==> src/rtl/datapath_seq_if.sv <==
// Handshake and operand bus between the controller and the sequenced datapath.
interface datapath_seq_if #(
    parameter int W   = 16,
    parameter int RW  = 3,
    parameter int PCW = 8
) ();
    logic           start;
    logic           ready;
    logic           done;
    logic           err;
    logic [RW-1:0]  rn;
    logic [RW-1:0]  rm;
    logic [RW-1:0]  rd;
    logic [1:0]     shift;
    logic [1:0]     aluop;
    logic           asel;
    logic           bsel;
    logic           loads;
    logic           wb_en;
    logic [3:0]     vsel;
    logic [W-1:0]   mdata;
    logic [W-1:0]   sximm8;
    logic [W-1:0]   sximm5;
    logic [PCW-1:0] PC;
    logic [W-1:0]   C;
    logic           Zout;
    logic           Vout;
    logic           Nout;

    modport master (
        output start, rn, rm, rd, shift, aluop, asel, bsel, loads, wb_en, vsel,
               mdata, sximm8, sximm5, PC,
        input  ready, done, err, C, Zout, Vout, Nout
    );

    modport slave (
        input  start, rn, rm, rd, shift, aluop, asel, bsel, loads, wb_en, vsel,
               mdata, sximm8, sximm5, PC,
        output ready, done, err, C, Zout, Vout, Nout
    );
endinterface

==> src/rtl/datapath_seq.sv <==
// Parametrised RISC datapath with an internal read-A / read-B / execute / writeback sequencer
// driven by a single start/ready handshake.
module datapath_seq #(
    parameter int W    = 16,
    parameter int NREG = 8,
    parameter int RW   = 3,
    parameter int PCW  = 8
) (
    input  logic          clk,
    input  logic          reset,
    datapath_seq_if.slave bus
);
    typedef enum logic [2:0] {
        ST_IDLE  = 3'd0,
        ST_LOADA = 3'd1,
        ST_LOADB = 3'd2,
        ST_EXEC  = 3'd3,
        ST_WB    = 3'd4
    } state_t;

    function automatic logic is_onehot4(input logic [3:0] v);
        return (v != 4'd0) && ((v & (v - 4'd1)) == 4'd0);
    endfunction

    state_t         state_r;
    logic [W-1:0]   regs_r [NREG];
    logic [W-1:0]   a_r, b_r, c_r;
    logic           z_r, v_r, n_r;
    logic           ready_r, done_r, err_r;
    logic [RW-1:0]  rn_r, rm_r, rd_r;
    logic [1:0]     shift_r, aluop_r;
    logic           asel_r, bsel_r, loads_r, wb_en_r;
    logic [3:0]     vsel_r;
    logic [W-1:0]   sximm8_r, sximm5_r;

    logic [W-1:0]   ain_s, bsh_s, bin_s, alu_s, pc_ext_s, wb_data_s;
    logic           ovf_s;

    // Shifter on B, operand muxes and ALU with signed-overflow detection.
    always_comb begin
        ain_s = asel_r ? {W{1'b0}} : a_r;
        case (shift_r)
            2'b00:   bsh_s = b_r;
            2'b01:   bsh_s = {b_r[W-2:0], 1'b0};
            2'b10:   bsh_s = {1'b0, b_r[W-1:1]};
            2'b11:   bsh_s = {b_r[W-1], b_r[W-1:1]};
            default: bsh_s = b_r;
        endcase
        bin_s = bsel_r ? sximm5_r : bsh_s;
        alu_s = {W{1'b0}};
        ovf_s = 1'b0;
        case (aluop_r)
            2'b00: begin
                alu_s = ain_s + bin_s;
                ovf_s = (ain_s[W-1] == bin_s[W-1]) && (alu_s[W-1] != ain_s[W-1]);
            end
            2'b01: begin
                alu_s = ain_s - bin_s;
                ovf_s = (ain_s[W-1] != bin_s[W-1]) && (alu_s[W-1] != ain_s[W-1]);
            end
            2'b10:   alu_s = ain_s & bin_s;
            2'b11:   alu_s = ~bin_s;
            default: alu_s = {W{1'b0}};
        endcase
    end

    // Writeback source select; mdata and PC are taken live during WB.
    always_comb begin
        pc_ext_s = {W{1'b0}};
        pc_ext_s[PCW-1:0] = bus.PC;
        case (vsel_r)
            4'b1000: wb_data_s = bus.mdata;
            4'b0100: wb_data_s = sximm8_r;
            4'b0010: wb_data_s = pc_ext_s;
            4'b0001: wb_data_s = c_r;
            default: wb_data_s = {W{1'b0}};
        endcase
    end

    // Sequencer, register file, operand/result registers and status flags.
    always_ff @(posedge clk) begin
        if (reset) begin
            state_r  <= ST_IDLE;
            for (int i = 0; i < NREG; i++) regs_r[i] <= {W{1'b0}};
            a_r      <= {W{1'b0}};
            b_r      <= {W{1'b0}};
            c_r      <= {W{1'b0}};
            z_r      <= 1'b0;
            v_r      <= 1'b0;
            n_r      <= 1'b0;
            ready_r  <= 1'b1;
            done_r   <= 1'b0;
            err_r    <= 1'b0;
            rn_r     <= {RW{1'b0}};
            rm_r     <= {RW{1'b0}};
            rd_r     <= {RW{1'b0}};
            shift_r  <= 2'b00;
            aluop_r  <= 2'b00;
            asel_r   <= 1'b0;
            bsel_r   <= 1'b0;
            loads_r  <= 1'b0;
            wb_en_r  <= 1'b0;
            vsel_r   <= 4'b0000;
            sximm8_r <= {W{1'b0}};
            sximm5_r <= {W{1'b0}};
        end else begin
            case (state_r)
                ST_IDLE: begin
                    done_r <= 1'b0;
                    if (bus.start) begin
                        rn_r     <= bus.rn;
                        rm_r     <= bus.rm;
                        rd_r     <= bus.rd;
                        shift_r  <= bus.shift;
                        aluop_r  <= bus.aluop;
                        asel_r   <= bus.asel;
                        bsel_r   <= bus.bsel;
                        loads_r  <= bus.loads;
                        wb_en_r  <= bus.wb_en;
                        vsel_r   <= bus.vsel;
                        sximm8_r <= bus.sximm8;
                        sximm5_r <= bus.sximm5;
                        err_r    <= 1'b0;
                        ready_r  <= 1'b0;
                        state_r  <= ST_LOADA;
                    end
                end
                ST_LOADA: begin
                    a_r     <= regs_r[rn_r];
                    state_r <= ST_LOADB;
                end
                ST_LOADB: begin
                    b_r     <= regs_r[rm_r];
                    state_r <= ST_EXEC;
                end
                ST_EXEC: begin
                    c_r <= alu_s;
                    if (loads_r) begin
                        z_r <= (alu_s == {W{1'b0}});
                        v_r <= ovf_s;
                        n_r <= alu_s[W-1];
                    end
                    done_r  <= 1'b1;
                    state_r <= ST_WB;
                end
                ST_WB: begin
                    // An invalid source select suppresses the write but the op still completes.
                    if (wb_en_r) begin
                        if (is_onehot4(vsel_r)) regs_r[rd_r] <= wb_data_s;
                        else                    err_r <= 1'b1;
                    end
                    done_r  <= 1'b0;
                    ready_r <= 1'b1;
                    state_r <= ST_IDLE;
                end
                default: begin
                    done_r  <= 1'b0;
                    ready_r <= 1'b1;
                    state_r <= ST_IDLE;
                end
            endcase
        end
    end

    assign bus.ready = ready_r;
    assign bus.done  = done_r;
    assign bus.err   = err_r;
    assign bus.C     = c_r;
    assign bus.Zout  = z_r;
    assign bus.Vout  = v_r;
    assign bus.Nout  = n_r;
endmodule

==> src/flat_wrapper.sv <==
// flat-port wrapper written by rule: the top's interface ports become plain ports
module datapath_seq_flat 
#(
    parameter int W    = 16,
    parameter int NREG = 8,
    parameter int RW   = 3,
    parameter int PCW  = 8
)
  (clk, reset, bus_start, bus_rn, bus_rm, bus_rd, bus_shift, bus_aluop, bus_asel, bus_bsel, bus_loads, bus_wb_en, bus_vsel, bus_mdata, bus_sximm8, bus_sximm5, bus_PC, bus_ready, bus_done, bus_err, bus_C, bus_Zout, bus_Vout, bus_Nout);
  datapath_seq_if #(.W(W), .RW(RW), .PCW(PCW)) bus_i ();
  input  logic clk;
  input  logic reset;
  input wire logic [$bits(bus_i.start)-1:0] bus_start;
  input wire logic [$bits(bus_i.rn)-1:0] bus_rn;
  input wire logic [$bits(bus_i.rm)-1:0] bus_rm;
  input wire logic [$bits(bus_i.rd)-1:0] bus_rd;
  input wire logic [$bits(bus_i.shift)-1:0] bus_shift;
  input wire logic [$bits(bus_i.aluop)-1:0] bus_aluop;
  input wire logic [$bits(bus_i.asel)-1:0] bus_asel;
  input wire logic [$bits(bus_i.bsel)-1:0] bus_bsel;
  input wire logic [$bits(bus_i.loads)-1:0] bus_loads;
  input wire logic [$bits(bus_i.wb_en)-1:0] bus_wb_en;
  input wire logic [$bits(bus_i.vsel)-1:0] bus_vsel;
  input wire logic [$bits(bus_i.mdata)-1:0] bus_mdata;
  input wire logic [$bits(bus_i.sximm8)-1:0] bus_sximm8;
  input wire logic [$bits(bus_i.sximm5)-1:0] bus_sximm5;
  input wire logic [$bits(bus_i.PC)-1:0] bus_PC;
  output wire logic [$bits(bus_i.ready)-1:0] bus_ready;
  output wire logic [$bits(bus_i.done)-1:0] bus_done;
  output wire logic [$bits(bus_i.err)-1:0] bus_err;
  output wire logic [$bits(bus_i.C)-1:0] bus_C;
  output wire logic [$bits(bus_i.Zout)-1:0] bus_Zout;
  output wire logic [$bits(bus_i.Vout)-1:0] bus_Vout;
  output wire logic [$bits(bus_i.Nout)-1:0] bus_Nout;
  assign bus_i.start = bus_start;
  assign bus_i.rn = bus_rn;
  assign bus_i.rm = bus_rm;
  assign bus_i.rd = bus_rd;
  assign bus_i.shift = bus_shift;
  assign bus_i.aluop = bus_aluop;
  assign bus_i.asel = bus_asel;
  assign bus_i.bsel = bus_bsel;
  assign bus_i.loads = bus_loads;
  assign bus_i.wb_en = bus_wb_en;
  assign bus_i.vsel = bus_vsel;
  assign bus_i.mdata = bus_mdata;
  assign bus_i.sximm8 = bus_sximm8;
  assign bus_i.sximm5 = bus_sximm5;
  assign bus_i.PC = bus_PC;
  assign bus_ready = bus_i.ready;
  assign bus_done = bus_i.done;
  assign bus_err = bus_i.err;
  assign bus_C = bus_i.C;
  assign bus_Zout = bus_i.Zout;
  assign bus_Vout = bus_i.Vout;
  assign bus_Nout = bus_i.Nout;
  datapath_seq #(.W(W), .NREG(NREG), .RW(RW), .PCW(PCW)) u_core (.clk(clk), .reset(reset), .bus(bus_i));
endmodule
==> config.mk <==
export PLATFORM = sky130hd
export DESIGN_NAME = datapath_seq_flat
export DESIGN_NICKNAME = d
export VERILOG_FILES = /design/src/rtl/datapath_seq_if.sv /design/src/rtl/datapath_seq.sv /design/src/flat_wrapper.sv
export SDC_FILE = /design/constraint.sdc
export NUM_CORES = 1
export LEC_CHECK = 0
export BUFFER_PORTS_ARGS = -buffer_cell sky130_fd_sc_hd__buf_2
export CELL_PAD_IN_SITES_DETAIL_PLACEMENT = 0
export CELL_PAD_IN_SITES_GLOBAL_PLACEMENT = 2
export CORE_MARGIN = 1
export CORE_UTILIZATION = 40
export CTS_CLUSTER_SIZE = 8
export DETAILED_ROUTE_END_ITERATION = 8
export PLACE_DENSITY = 0.92
export REMOVE_ABC_BUFFERS = 1
export SYNTH_ARGS = -nofsm -noshare
export SYNTH_HDL_FRONTEND = slang
export SYNTH_SLANG_ARGS = --single-unit
==> constraint.sdc <==
create_clock -name clk -period 4 [get_ports clk]
set_input_delay 0.8 -clock clk [delete_from_list [all_inputs] [get_ports clk]]
set_output_delay 0.8 -clock clk [all_outputs]
set_load 0.01 [all_outputs]
# Word-level counts from Yosys, hierarchy flattened

Memories as Yosys holds them, arrays and structs flattened. A register that Yosys moved wholly into a read port is not among the register bits.
Index checks and enable logic that the tools add are counted.

Memories: 1
Word-level logic and storage cells: 90
Bits in writable memories: 128
Output and inout bits: 22
Bits in registers: 78
Input bits: 80

Reduce and logical (&&, ||, !) cells: 17
Muxes and demuxes: 24
Equal/unequal tests: 21
Bitwise operators: 4
$add $sub $neg: 3

Memory list:

| name          | words | bits a word | read ports | clocked after memory_dff | wr ports | line               | text |
|---|---|---|---|---|---|---|---|
| u_core.regs_r | 8     | 16          | 2          | 2                        | 8        | datapath_seq.sv:26 | `logic [W-1:0] regs_r [NREG];` |

Operators with widths:

| kind                                                | number |
|---|---|
| one-hot mux 16 bit (4 select lines)                 | 3 |
| two-way mux 16 bit                                  | 3 |
| adder 16 bit                                        | 1 |
| AND 16 bit                                          | 1 |
| zero test 16 bit                                    | 1 |
| inverter 16 bit                                     | 1 |
| OR reduction 16 bit                                 | 1 |
| subtractor 16 bit                                   | 1 |
| one-hot mux 3 bit (4 select lines)                  | 1 |
| two-way mux 1 bit                                   | 11 |
| equality test 2 bit, second input constant          | 4 |
| one-hot mux 1 bit (2 select lines)                  | 4 |
| equality test 3 x 2 -> 1 bit, second input constant | 2 |
| two-way mux 3 bit                                   | 2 |
| AND reduction 2 bit                                 | 3 |
| AND 4 bit                                           | 1 |
| equality test 2 x 1 -> 1 bit, second input constant | 2 |
| equality test 4 x 1 -> 1 bit, second input constant | 1 |
| equality test 4 x 2 -> 1 bit, second input constant | 1 |
| equality test 4 x 3 -> 1 bit, second input constant | 1 |
| equality test 4 bit, second input constant          | 1 |
| zero test 2 bit                                     | 2 |
| zero test 4 bit                                     | 1 |
| inequality test 2 bit, second input constant        | 2 |
| other kinds (14)                                    | 18 |

# Logic depth before layout (Yosys ltp)

Gate-level depths: netlist (run 1).

Depth after elaboration: 11
Mapped depth: 17
Depth with buffers taken out: 15

# Worst setup path before layout (run 1)

OpenSTA, ideal clock, no wires.

Path type: reg-to-reg
Start point: register u_core.shift_r[0]
End point: register u_core.c_r[14] (netlist: u_core.bus.C[14])
Required time: 3.872 ns
Path buffers: 3
Slack: 0.355 ns
Arrival time: 3.518 ns
Period minus slack after synthesis: 3.645 ns
Stages on the path, launching flop included: 18
Setup time: 0.128 ns
Path through: dfxtp_1 > buf_2 > buf_2 > mux2i_1 > o21ai_0 > mux2i_1 > inv_1 > ha_1 > buf_6 > or2_0 > a211oi_2 > o22ai_2 > o31a_1 > or4_4 > and4_4 > o31ai_4 > o21a_1 > nor2_1

Word-level cells in the longest chain between the ends: 5
Elaborated cells between the ends (all ways): 11
Classes of those cells: add/sub: 2; eq/ne: 3; mux: 3; bitwise: 2; reduce/logical: 1

RTL lines:

| what                                              | line                | text |
|---|---|---|
| from (decl)                                       | datapath_seq.sv:31  | `logic [1:0] shift_r, aluop_r;` |
| from (signal assigned)                            | datapath_seq.sv:114 | `shift_r <= bus.shift;` |
| equality test 2 bit, or another cell as far along | datapath_seq.sv:42  | `case (shift_r)` |
| one-hot mux 16 bit (4 select lines) (*)           | datapath_seq.sv:42  |  |
| two-way mux 16 bit (*)                            | datapath_seq.sv:49  | `bin_s = bsel_r ? sximm5_r : bsh_s;` |
| subtractor 16 bit, or another cell as far along   | datapath_seq.sv:58  | `alu_s = ain_s - bin_s;` |
| one-hot mux 16 bit (4 select lines) (*)           | datapath_seq.sv:52  | `case (aluop_r)` |
| to (signal assigned)                              | datapath_seq.sv:87  | `c_r <= {W{1'b0}};` |
| to (signal assigned)                              | datapath_seq.sv:137 | `c_r <= alu_s;` |
| to (decl)                                         | datapath_seq.sv:27  | `logic [W-1:0] a_r, b_r, c_r;` |

Every way passes the cells marked *; elsewhere a longest branch is shown, timed or not.
A chain may end at the register's enable or synchronous reset.

# Final worst setup path (run 1)

Start point: register u_core.shift_r[0]
End point: register u_core.z_r (netlist: u_core.bus.Zout)

Word-level cells in the longest chain between the ends: 6
Elaborated cells between the ends (all ways): 12
Classes of those cells: add/sub: 2; eq/ne: 3; mux: 3; bitwise: 2; reduce/logical: 2

RTL lines:

| what                                              | line                | text |
|---|---|---|
| equality test 2 bit, or another cell as far along | datapath_seq.sv:42  |  |
| one-hot mux 16 bit (4 select lines) (*)           | datapath_seq.sv:42  |  |
| two-way mux 16 bit (*)                            | datapath_seq.sv:49  |  |
| subtractor 16 bit, or another cell as far along   | datapath_seq.sv:58  |  |
| one-hot mux 16 bit (4 select lines) (*)           | datapath_seq.sv:52  |  |
| zero test 16 bit (*)                              | datapath_seq.sv:139 | `z_r <= (alu_s == {W{1'b0}});` |
| to (signal assigned)                              | datapath_seq.sv:139 |  |
| to (decl)                                         | datapath_seq.sv:28  | `logic z_r, v_r, n_r;` |

Marks and branches as above.

==> run summary, run 1 <==
OUTCOME
-------------------------------------------------------------------------------------
Outcome                                                                     completed

FINISH
-------------------------------------------------------------------------------------
Net total in the final layout                                                    1469
Share of post-route cells with drive strength above 1                           0.202
Sequential cell area                                                        6050 um^2
Area delta synth->final                                                         15.6%
Antenna cell count                                                                  0
Area of the multi-input gates                                               6400 um^2
Final cell area excluding filler cells                                     14900 um^2
Fillcell total                                                                   2952

SYNTHESIS
-------------------------------------------------------------------------------------
Fraction of post-synthesis cell area in the top cell type by area               0.297
Yosys reg bits                                                                    238
Top post-synthesis cells by area                                         edfxtp_1, dfxtp_1, mux4_2
Share of synthesized area spent on multiplexers                                 0.159
Main combinational cell family by area after synthesis                   simple AND/OR/NAND/NOR gates
Post-synthesis share of cell area spent on and, or, nand and nor gates          0.160
Number of standard cells after synthesis                                         1268
Sequential-to-total area share from yosys stat                                  0.468
Complex-gate fraction of the synthesized area                                   0.131
Leading register cell type out of synthesis                                  edfxtp_1
Number of unique standard cell types used by synthesis                             77
Per-instance average area after synthesis                                   10.2 um^2
Mapped cell area                                                           12900 um^2
Number of enable-type register cells in the synthesized netlist                   128
Fraction of synthesis flops using an asynchronous set or reset pin                  0
Yosys synthesis warning count                                                       0
Synthesized-area fraction occupied by adder cells                              0.0331
Largest area contributor in the synthesized netlist                          edfxtp_1
Post-synthesis xor/xnor area fraction                                         0.00881

GRT
-------------------------------------------------------------------------------------
Largest net degree at the start of global routing                                  89
Global routing met3 resource utilization                                       0.0377
Met1 demand-to-capacity share in global routing                                 0.296
GRT Max-Usage Layer                                                              met2
Vias in the first global route                                                  10200
Tot GR Track Use                                                                0.233
Remaining global-route overflow                                                     0
Met2 usage in global routing                                                    0.400
First-pass GRT wire length                                                    58.6 mm
Number of antenna violations at the first check in global routing                   1

DRT
-------------------------------------------------------------------------------------
Number of detailed-route iterations in the first pass                               6
Post-route ant nets                                                                 0
Per-cell via count in the routed design                                          5.71
Total number of vias                                                            10200
Number of DRC markers after the initial detailed-route iteration                  933
Detail-routed net length per standard cell                                    21.3 um
Routed Wire Length                                                            37.9 mm
DRC violation count after routing                                                   0

FLOORPLAN
-------------------------------------------------------------------------------------
Die width                                                                      182 um
Floorplan Core Area                                                        31600 um^2
Vertical die dimension                                                         182 um
I/O pin cnt                                                                       102
Die ar.                                                                    33000 um^2
Initial standard-cell utilization of the core                                   0.409
Floorplan row count                                                                65

CLOCKING
-------------------------------------------------------------------------------------
Number of clock sinks                                                             238
CTS tree                                                                          yes
CTS clock-pin slew for the worst setup and hold paths                           50 ps
Cts repair resizes                                                                  0
Number of buffers inserted during clock tree synthesis                             35
Cell at the root of the clock tree                                          clkbuf_16
Buffers inserted during post-CTS setup optimization                                 0
Number of buffers added to fix hold violations after cts                            0
Clock latency at the later pin of the worst-skew pair                          520 ps
H-tree level count                                                                  2
Largest buffer count on any clock path                                              3

PLACEMENT
-------------------------------------------------------------------------------------
Placer's final routability congestion estimate                                  0.868
Detailed placement HPWL                                                       26.2 mm
Setup Slack @ Placement                                                        224 ps
# port buffers                                                                    101
Total cell area at the placement stage                                     13900 um^2

PWR
-------------------------------------------------------------------------------------
Pwr/cell area                                                             462 nW/um^2
VDD IR-drop max                                                              0.269 mV
Leakage Power                                                                 5.37 nW

CRITICAL PATH
-------------------------------------------------------------------------------------
Critical Setup Path Class                                                register to register
Kind of cell with the highest combined delay on the critical path        compound AO/OA/AOI/OAI gates
Reg-to-reg critical path startpoint                                      u_core.shift_r[0]$_SDFFE_PP0P_
Critical path required time                                                   4390 ps
Number of buffers and inverters on the critical path                                1
Kind of capture point of the worst setup path                                register
Flop-to-flop setup slack                                                       310 ps
Chain of cells forming the critical path                                 buf_4, mux2i_1, nor2_1, a21oi_1, o21ai_0, ha_1, or3_1, a211oi_1, nor3_1, a31oi_1, o221ai_1, nor2_1, nand4b_1, o21ai_1
Critical path fanouts, max                                                         12
Most Frequent Cell on Critical Path                                            nor2_1
Number of cells on the worst reg-to-reg path                                       14
Critical Path AT                                                              4080 ps
Longest individual stage delay on the worst path                               450 ps
Endpoint of the lowest-slack register-to-register path                   u_core.bus.Zout$_SDFFE_PP0P_
Launching element type of the critical path                                  register
CP max stage cell                                                               or3_1

STA
-------------------------------------------------------------------------------------
Unrepaired setup endpoints after global routing                                    no
Final count of hold timing violations                                               0
Final TNS setup                                                                  0 ps
Clock skew                                                                    22.9 ps
Max Transition Viols Final                                                          0
Highest Clock Rate                                                          0.271 GHz
Slew at the pin with the worst max-slew slack                                 1340 ps
Post-layout min period                                                        3690 ps
Final setup violation count                                                         0
Rel. slew slack                                                                 0.108
Part of the cycle the worst path needs                                          0.922
Final worst-path setup slack                                                   313 ps

MIN PATH
-------------------------------------------------------------------------------------
Worst hold path startpoint                                               u_core.sximm8_r[3]$_SDFFE_PP0P_
Destination of the worst hold path                                       u_core.sximm8_r[3]$_SDFFE_PP0P_
Min-Delay Path Depth                                                                2
Tightest Hold Check Type                                                 register to register

FLOW RUN
-------------------------------------------------------------------------------------
Maxcap violations                                                                   0

==> metrics by stage <==
step           hold WS [ps]  utilization  total power, mW  cells
3_5_place_dp            448        0.441             4.23   1721
2_1_floorplan           428            -             3.77   1172
6_report                455        0.472             6.91   1778
5_1_grt                 477        0.472             7.22   1778
4_1_cts                 454        0.472             6.96   1778
3_3_place_gp            445        0.441             4.21   1721
==> kinds of logic after synthesis <==
family / count (synthesis)
compound gates: 249
fa+ha+maj: 33
mux: 124
simple gates: 477
buf+inv: 134
xor+xnor: 13
flops: 238
==> tightest hold or removal path, stage by stage, from the launching register on <==
cell,delay (ps)
dfxtp_1,300
nand2_1,50
a21oi_1,50
==> cells in the mapped netlist, types with 6 or more instances <==
cell        n
nand3_1    11
o21ai_1     6
nor2_1    210
a222oi_1    8
a22o_1      8
inv_1      37
nor3_1     17
dfxtp_1   110
mux2i_1    57
o21bai_1    6
a21oi_1    85
mux4_2     65
nand2b_1    8
a31oi_1     6
nor2b_1    27
a211oi_1   45
nand2_1   165
buf_1      11
o21ai_0    24
a221oi_1    9
ha_1       31
clkbuf_1   79
edfxtp_1  128
xnor2_1     9
==> report_power, final <==
group	leakage, nW	switching (mW)	internal (mW)
Combinational	2.67	0.763	0.560
Clock	0.475	1.08	1.64
Sequential	2.22	0.153	2.71
==> layout make-up <==
class                           instances  area share
Clock buffer                           55      0.0643
Clock inverter                          2     0.00193
Inverter                               38     0.00955
Multi-Input combinational cell        896       0.428
Sequential cell                       238       0.405
Tap cell                              402      0.0337
Timing Repair Buffer                  147      0.0571
==> placed cells by master (no fill, tap or decap), types with 8 or more instances in the layout <==
master / count
clkbuf_1: 19
dfxtp_1: 105
buf_4: 47
a21oi_1: 85
nand2_1: 165
nor3_1: 16
nand3_1: 11
nor2_1: 210
ha_1: 31
buf_2: 100
a221oi_1: 9
a211oi_1: 45
clkbuf_16: 35
a22o_1: 8
nor2b_1: 27
edfxtp_1: 128
mux4_2: 65
xnor2_1: 9
mux2i_1: 57
nand2b_1: 8
o21ai_0: 24
inv_1: 37
a222oi_1: 8
==> flip-flops by register name (all words and copies together), names as in the netlist, 4 cells and up <==
name and flops:
u_core.sximm5_r 16, u_core.bus.C 16, u_core.regs_r 128, u_core.b_r 16
u_core.sximm8_r 16, u_core.vsel_r 4, u_core.a_r 16
==> layer usage <==
layer	up-vias	part of all wire
li1	4800	-
met1	4892	0.41
met2	382	0.49
met3	76	0.068
met4	2	0.028
met5	-	0.00032
==> worst max-delay path by stage <==
| stage | startpoint | end | slack, ps | cells after the start |
|---|---|---|---|---|
| 2_1_floorplan | bus_start | u_core.aluop_r[0]$_SDFFE_PP0P_ | 100 | 4 |
| 3_3_place_gp | u_core.shift_r[0]$_SDFFE_PP0P_ | u_core.bus.Zout$_SDFFE_PP0P_ | 260 | 14 |
| 3_5_place_dp | u_core.shift_r[0]$_SDFFE_PP0P_ | u_core.bus.Zout$_SDFFE_PP0P_ | 220 | 14 |
| 4_1_cts | u_core.shift_r[0]$_SDFFE_PP0P_ | u_core.bus.Zout$_SDFFE_PP0P_ | 200 | 14 |
| 5_1_grt | u_core.shift_r[1]$_SDFFE_PP0P_ | u_core.bus.Zout$_SDFFE_PP0P_ | 20 | 15 |
| 6_report | u_core.shift_r[0]$_SDFFE_PP0P_ | u_core.bus.Zout$_SDFFE_PP0P_ | 310 | 14 |
No activity file was read; power rests on OpenSTA's default activity.
==> run 2, diff against run 1 <==
- CORE_UTILIZATION: 40 -> 35
- PLACE_DENSITY: 0.92 -> 0.83
==> run 2 against run 1 <==
Via count decreased by 0.73%; fmax increased by 2.2%; routed wire length increased by 1.0%; hold slack got worse by 1.7 ps; sequential share of layout area decreased by 0.68 points; sequential power about the same; global-route usage decreased by 2.9 points; cell count increased by 4.5%; design area increased by 1.7%; critical path depth increased by 1; first-iteration DRC count decreased by 18%; clock power increased by 4%; largest cell class unchanged; highest routed layer is now met4.
==> run summary, run 2 (synthesis gave the netlist of run 1 again) <==
DRT
--------------------------------------------------------------------------------
DRC violation count after routing                                              0
Number of detailed-route iterations in the first pass                          6
Post-route ant nets                                                            0
Total number of vias                                                       10100
Per-cell via count in the routed design                                     5.42
Routed Wire Length                                                       38.3 mm
Detail-routed net length per standard cell                               20.6 um
Number of DRC markers after the initial detailed-route iteration             766

STA
--------------------------------------------------------------------------------
Clock skew                                                               23.8 ps
Final count of hold timing violations                                          0
Highest Clock Rate                                                     0.277 GHz
Unrepaired setup endpoints after global routing                               no
Slew at the pin with the worst max-slew slack                            1150 ps
Final setup violation count                                                    0
Rel. slew slack                                                            0.235
Final TNS setup                                                             0 ps
Max Transition Viols Final                                                     0
Post-layout min period                                                   3610 ps
Part of the cycle the worst path needs                                     0.902

CRITICAL PATH
--------------------------------------------------------------------------------
Number of cells on the worst reg-to-reg path                                  15
Longest individual stage delay on the worst path                          550 ps
Endpoint of the lowest-slack register-to-register path              u_core.bus.Zout$_SDFFE_PP0P_
Critical Path AT                                                         4040 ps
Flop-to-flop setup slack                                                  390 ps
Critical path required time                                              4440 ps
CP max stage cell                                                        dfxtp_1
Critical Setup Path Class                                           register to register
Kind of capture point of the worst setup path                           register
Reg-to-reg critical path startpoint                                 u_core.shift_r[1]$_SDFFE_PP0P_
Launching element type of the critical path                             register
Critical path fanouts, max                                                    19
Chain of cells forming the critical path                            buf_4, nand2_1, o21ai_0, mux2i_1, inv_1, ha_1, or2_0, a211oi_2, o22ai_2, o31a_1, or4_4, and4_4, o31ai_4, nand4b_1, o21ai_1

FINISH
--------------------------------------------------------------------------------
Register containing the most flip-flops in the final layout         u_core.regs_r
Antenna cell count                                                             0
Share of post-route cells with drive strength above 1                      0.211
Number of flip-flops in the largest register                                 128
Final cell area excluding filler cells                                15200 um^2
Area delta synth->final                                                    17.5%
Commonest non-fill, non-tap cells in the layout                     nor2_1, nand2_1, edfxtp_1, dfxtp_1, buf_2
Leading cell type in the layout, fill and taps excluded                   nor2_1
Net total in the final layout                                               1479

PWR
--------------------------------------------------------------------------------
Leakage Power                                                            5.46 nW
Pwr/cell area                                                        464 nW/um^2
Proportion of power drawn by combinational gates                           0.193
Switch Pwr                                                               2.02 mW
Clk network pwr share                                                      0.402
Switching fraction of total power                                          0.287
Sequential fraction of design power                                        0.405
VDD IR-drop max                                                         0.210 mV
Internal power component                                                 5.02 mW

FLOORPLAN
--------------------------------------------------------------------------------
Initial standard-cell utilization of the core                              0.355
Floorplan row count                                                           70
I/O pin cnt                                                                  102
Die ar.                                                               37700 um^2
Die width                                                                 194 um
Vertical die dimension                                                    194 um
Floorplan Core Area                                                   36400 um^2

PLACEMENT
--------------------------------------------------------------------------------
Total cell area at the placement stage                                14100 um^2
# port buffers                                                               101
Detailed placement HPWL                                                  27.4 mm
Placer's final routability congestion estimate                             0.836

CLOCKING
--------------------------------------------------------------------------------
CTS tree                                                                     yes
Buffers inserted during post-CTS setup optimization                            0
CTS clock-pin slew for the worst setup and hold paths                      50 ps
Number of clock sinks                                                        238
Number of buffers inserted during clock tree synthesis                        36
Clock latency at the later pin of the worst-skew pair                     520 ps
Largest buffer count on any clock path                                         3
Cell at the root of the clock tree                                     clkbuf_16
H-tree level count                                                             2

GRT
--------------------------------------------------------------------------------
Vias in the first global route                                             10200
Number of antenna violations at the first check in global routing              0
Remaining global-route overflow                                                0
First-pass GRT wire length                                               58.8 mm
Largest net degree at the start of global routing                             63
Tot GR Track Use                                                           0.203

FLOW RUN
--------------------------------------------------------------------------------
Maxcap violations                                                              0

MIN PATH
--------------------------------------------------------------------------------
Worst hold path startpoint                                          u_core.sximm8_r[4]$_SDFFE_PP0P_
Tightest Hold Check Type                                            register to register
Min-Delay Path Depth                                                           2
Destination of the worst hold path                                  u_core.sximm8_r[4]$_SDFFE_PP0P_

OUTCOME
--------------------------------------------------------------------------------
Outcome                                                                completed

[run 2: worst max-delay path by stage]
stage	slack, ps	start	cells past startpoint	to
detailed placement	140	u_core.shift_r[0]$_SDFFE_PP0P_	14	u_core.bus.Zout$_SDFFE_PP0P_
floorplan	100	bus_start	4	u_core.aluop_r[0]$_SDFFE_PP0P_
CTS	130	u_core.shift_r[0]$_SDFFE_PP0P_	14	u_core.bus.Zout$_SDFFE_PP0P_
finish	390	u_core.shift_r[1]$_SDFFE_PP0P_	15	u_core.bus.Zout$_SDFFE_PP0P_
global route	60	u_core.shift_r[0]$_SDFFE_PP0P_	15	u_core.bus.Zout$_SDFFE_PP0P_
global placement	200	u_core.shift_r[0]$_SDFFE_PP0P_	14	u_core.bus.Zout$_SDFFE_PP0P_
[run 2: power groups by stage]
stage          clock [mW]  combinational (mW)  sequential, mW
2_1_floorplan           0               0.887            2.88
3_3_place_gp            0                1.35            2.89
3_5_place_dp            0                1.35            2.90
4_1_cts              2.89                1.36            2.86
5_1_grt              2.99                1.49            2.87
6_report             2.83                1.36            2.86
[run 2: critical path: cells and delay by family, from the launching register on]
family	cells	cell delay, ps
simple gates	5	1110
buf+inv	2	370
flops	1	550
fa+ha+maj	1	260
compound gates	6	1120
mux	1	140
[run 2: per-layer routing]
layer  up-vias  global-route usage  share of wire
li1       4806                   -              -
met1      4936               0.252           0.42
met2       272               0.364           0.51
met3        64              0.0254          0.044
met4         0              0.0655          0.028
met5         -                   0              0
[run 2: final cells by class]
class	instances	area (um^2)
clock inverter	4	56.3
multi-input combinational	896	6410
clock buffer	58	1010
sequential	238	6050
tap	468	586
inverter	38	143
fill	3575	21200
timing repair buffer	156	933
[run 2: metrics by stage]
stage | utilization | power [mW] | hold WS, ps | worst slack [ps] | std cells
final | 0.417 | 7.04 | 453 | 392 | 1858
after global routing | 0.417 | 7.36 | 473 | 63.1 | 1858
after CTS | 0.417 | 7.10 | 455 | 135 | 1858
after detailed placement | 0.387 | 4.25 | 449 | 142 | 1796
after global placement | 0.387 | 4.24 | 444 | 201 | 1796
after floorplan | - | 3.77 | 428 | 105 | 1172
[run 2: repair_timing]
action | in CTS | in global routing
gates resized for setup | 0 | 3
setup endpoints to repair | 0 | 5
hold buffers | 0 | 0
hold endpoints to repair | 0 | 0
==> run 3, diff against run 2 <==
- clock period: 4 -> 4.4 ns (I/O delays scaled with it)
==> run 3 against run 2 <==
Critical path depth did not move; combinational power fell by 11%; sequential power fell by 9.1%; clock power fell by 8.8%; non-clock buffer count fell by 14; fmax fell by 9.7%; hold slack got worse by 1.4 ps; total power fell by 9.4%; critical endpoint unchanged; largest cell class unchanged; highest routed layer unchanged.
==> run summary, run 3 (synthesis gave the netlist of run 1 again) <==
OUTCOME
--------------------------------------------------------------------------------
Outcome                                                                completed

STA
--------------------------------------------------------------------------------
Highest Clock Rate                                                     0.250 GHz
Clock skew                                                               20.6 ps
Final count of hold timing violations                                          0
Max Transition Viols Final                                                     0
Slew at the pin with the worst max-slew slack                            1260 ps
Rel. slew slack                                                            0.160
Post-layout min period                                                   4000 ps
Unrepaired setup endpoints after global routing                               no
Post-Route Hold Slack                                                     451 ps
Part of the cycle the worst path needs                                     0.908
Final TNS setup                                                             0 ps
Final setup violation count                                                    0

FINISH
--------------------------------------------------------------------------------
Fillcell total                                                              3545
Commonest non-fill, non-tap cells in the layout                     nor2_1, nand2_1, edfxtp_1, dfxtp_1, buf_2
Number of flip-flops in the largest register                                 128
Register containing the most flip-flops in the final layout         u_core.regs_r
Area delta synth->final                                                    16.4%
Leading cell type in the layout, fill and taps excluded                   nor2_1
Share of post-route cells with drive strength above 1                      0.201
Antenna cell count                                                             0
Net total in the final layout                                               1465

GRT
--------------------------------------------------------------------------------
Vias in the first global route                                              9972
Tot GR Track Use                                                           0.202
First-pass GRT wire length                                               57.9 mm
Largest net degree at the start of global routing                             55
Number of antenna violations at the first check in global routing              0
Remaining global-route overflow                                                0

CRITICAL PATH
--------------------------------------------------------------------------------
CP max stage cell                                                        dfxtp_1
Launching element type of the critical path                             register
Kind of cell with the highest combined delay on the critical path   simple AND/OR/NAND/NOR gates
Chain of cells forming the critical path                            buf_4, mux2i_1, o21ai_0, mux2i_1, inv_1, ha_1, or2_0, a211oi_2, o22ai_2, o31a_1, or4_4, and4_4, o31ai_4, nand4b_1, o21ai_1
Endpoint of the lowest-slack register-to-register path              u_core.bus.Zout$_SDFFE_PP0P_
Number of buffers and inverters on the critical path                           2
Critical path required time                                              4850 ps
Critical path fanouts, max                                                    13
Flop-to-flop setup slack                                                  400 ps
Reg-to-reg critical path startpoint                                 u_core.shift_r[0]$_SDFFE_PP0P_
Longest individual stage delay on the worst path                          500 ps
Kind of capture point of the worst setup path                           register
Critical Path AT                                                         4450 ps
Number of cells on the worst reg-to-reg path                                  15
Most Frequent Cell on Critical Path                                      mux2i_1
Critical Setup Path Class                                           register to register

FLOORPLAN
--------------------------------------------------------------------------------
Floorplan row count                                                           70
Die width                                                                 194 um
Floorplan Core Area                                                   36400 um^2
Vertical die dimension                                                    194 um
Initial standard-cell utilization of the core                              0.355
I/O pin cnt                                                                  102
Die ar.                                                               37700 um^2

CLOCKING
--------------------------------------------------------------------------------
Cell at the root of the clock tree                                     clkbuf_16
Number of clock sinks                                                        238
Number of buffers added to fix hold violations after cts                       0
Clock latency at the later pin of the worst-skew pair                     530 ps
Cts repair resizes                                                             0
Number of buffers inserted during clock tree synthesis                        36
Buffers inserted during post-CTS setup optimization                            0
H-tree level count                                                             2
Largest buffer count on any clock path                                         3
CTS clock-pin slew for the worst setup and hold paths                      50 ps
CTS tree                                                                     yes

PLACEMENT
--------------------------------------------------------------------------------
Detailed placement HPWL                                                  27.4 mm
# port buffers                                                               101
Placer's final routability congestion estimate                             0.830

DRT
--------------------------------------------------------------------------------
Post-route ant nets                                                            0
Number of detailed-route iterations in the first pass                          7
Routed Wire Length                                                       38.5 mm
Total number of vias                                                       10100
Detail-routed net length per standard cell                               20.9 um
Per-cell via count in the routed design                                     5.47
DRC violation count after routing                                              0
Number of DRC markers after the initial detailed-route iteration             816

MIN PATH
--------------------------------------------------------------------------------
Destination of the worst hold path                                  u_core.sximm8_r[12]$_SDFFE_PP0P_
Worst hold path startpoint                                          u_core.sximm8_r[12]$_SDFFE_PP0P_
Tightest Hold Check Type                                            register to register
Min-Delay Path Depth                                                           2

PWR
--------------------------------------------------------------------------------
Leakage Power                                                            5.38 nW
VDD IR-drop max                                                         0.240 mV
Pwr/cell area                                                        424 nW/um^2

FLOW RUN
--------------------------------------------------------------------------------
Maxcap violations                                                              0

[run 3: final cells by class]
type	instances	area, um^2	area share
Tap cell	468	586	0.0389
Sequential cell	238	6050	0.402
Multi-Input combinational cell	896	6400	0.425
Clock inverter	4	50.0	0.00333
Clock buffer	56	1010	0.0669
Timing Repair Buffer	142	816	0.0542
Inverter	38	143	0.00948
[run 3: worst reg2reg max path: stages (launching register included)]
cell and delay, ps:
dfxtp_1 500, buf_4 300, mux2i_1 220, o21ai_0 110, mux2i_1 250, inv_1 80, ha_1 400, or2_0 280
a211oi_2 220, o22ai_2 170, o31a_1 260, or4_4 490, and4_4 190, o31ai_4 190, nand4b_1 140, o21ai_1 150
[run 3: worst max path at each step]
| stage | depth (start not counted) | endpoint | slack [ps] | startpoint |
|---|---|---|---|---|
| final | 15 | u_core.bus.Zout$_SDFFE_PP0P_ | 400 | u_core.shift_r[0]$_SDFFE_PP0P_ |
| after CTS | 15 | u_core.bus.Zout$_SDFFE_PP0P_ | 430 | u_core.shift_r[0]$_SDFFE_PP0P_ |
| after global routing | 15 | u_core.bus.Zout$_SDFFE_PP0P_ | 180 | u_core.shift_r[0]$_SDFFE_PP0P_ |
| after detailed placement | 15 | u_core.bus.Zout$_SDFFE_PP0P_ | 490 | u_core.shift_r[0]$_SDFFE_PP0P_ |
| after global placement | 15 | u_core.bus.C[14]$_SDFFE_PP0P_ | 520 | u_core.shift_r[0]$_SDFFE_PP0P_ |
| after floorplan | 4 | u_core.aluop_r[0]$_SDFFE_PP0P_ | 420 | bus_start |
[run 3: metal layers]
layer,routed length (um),GRT usage,vias to the layer above
li1,-,-,4800
met1,16200,0.252,4930
met2,19600,0.362,283
met3,1900,0.0254,59
met4,874,0.0611,0
met5,0,0,-
[run 3: through the flow]
step / utilization / std cells / instance area (um^2) / power (mW) / setup WS (ps)
floorplan: - / 1172 / 12500 / 3.43 / 425
global placement: 0.384 / 1782 / 14000 / 3.83 / 522
detailed placement: 0.384 / 1782 / 14000 / 3.84 / 488
CTS: 0.413 / 1842 / 15000 / 6.44 / 425
global route: 0.413 / 1842 / 15000 / 6.64 / 180
finish: 0.413 / 1842 / 15000 / 6.38 / 403
[run 3: power by group]
group	switching, mW	internal (mW)
registers	0.135	2.46
logic	0.707	0.500
clock network	1.00	1.57
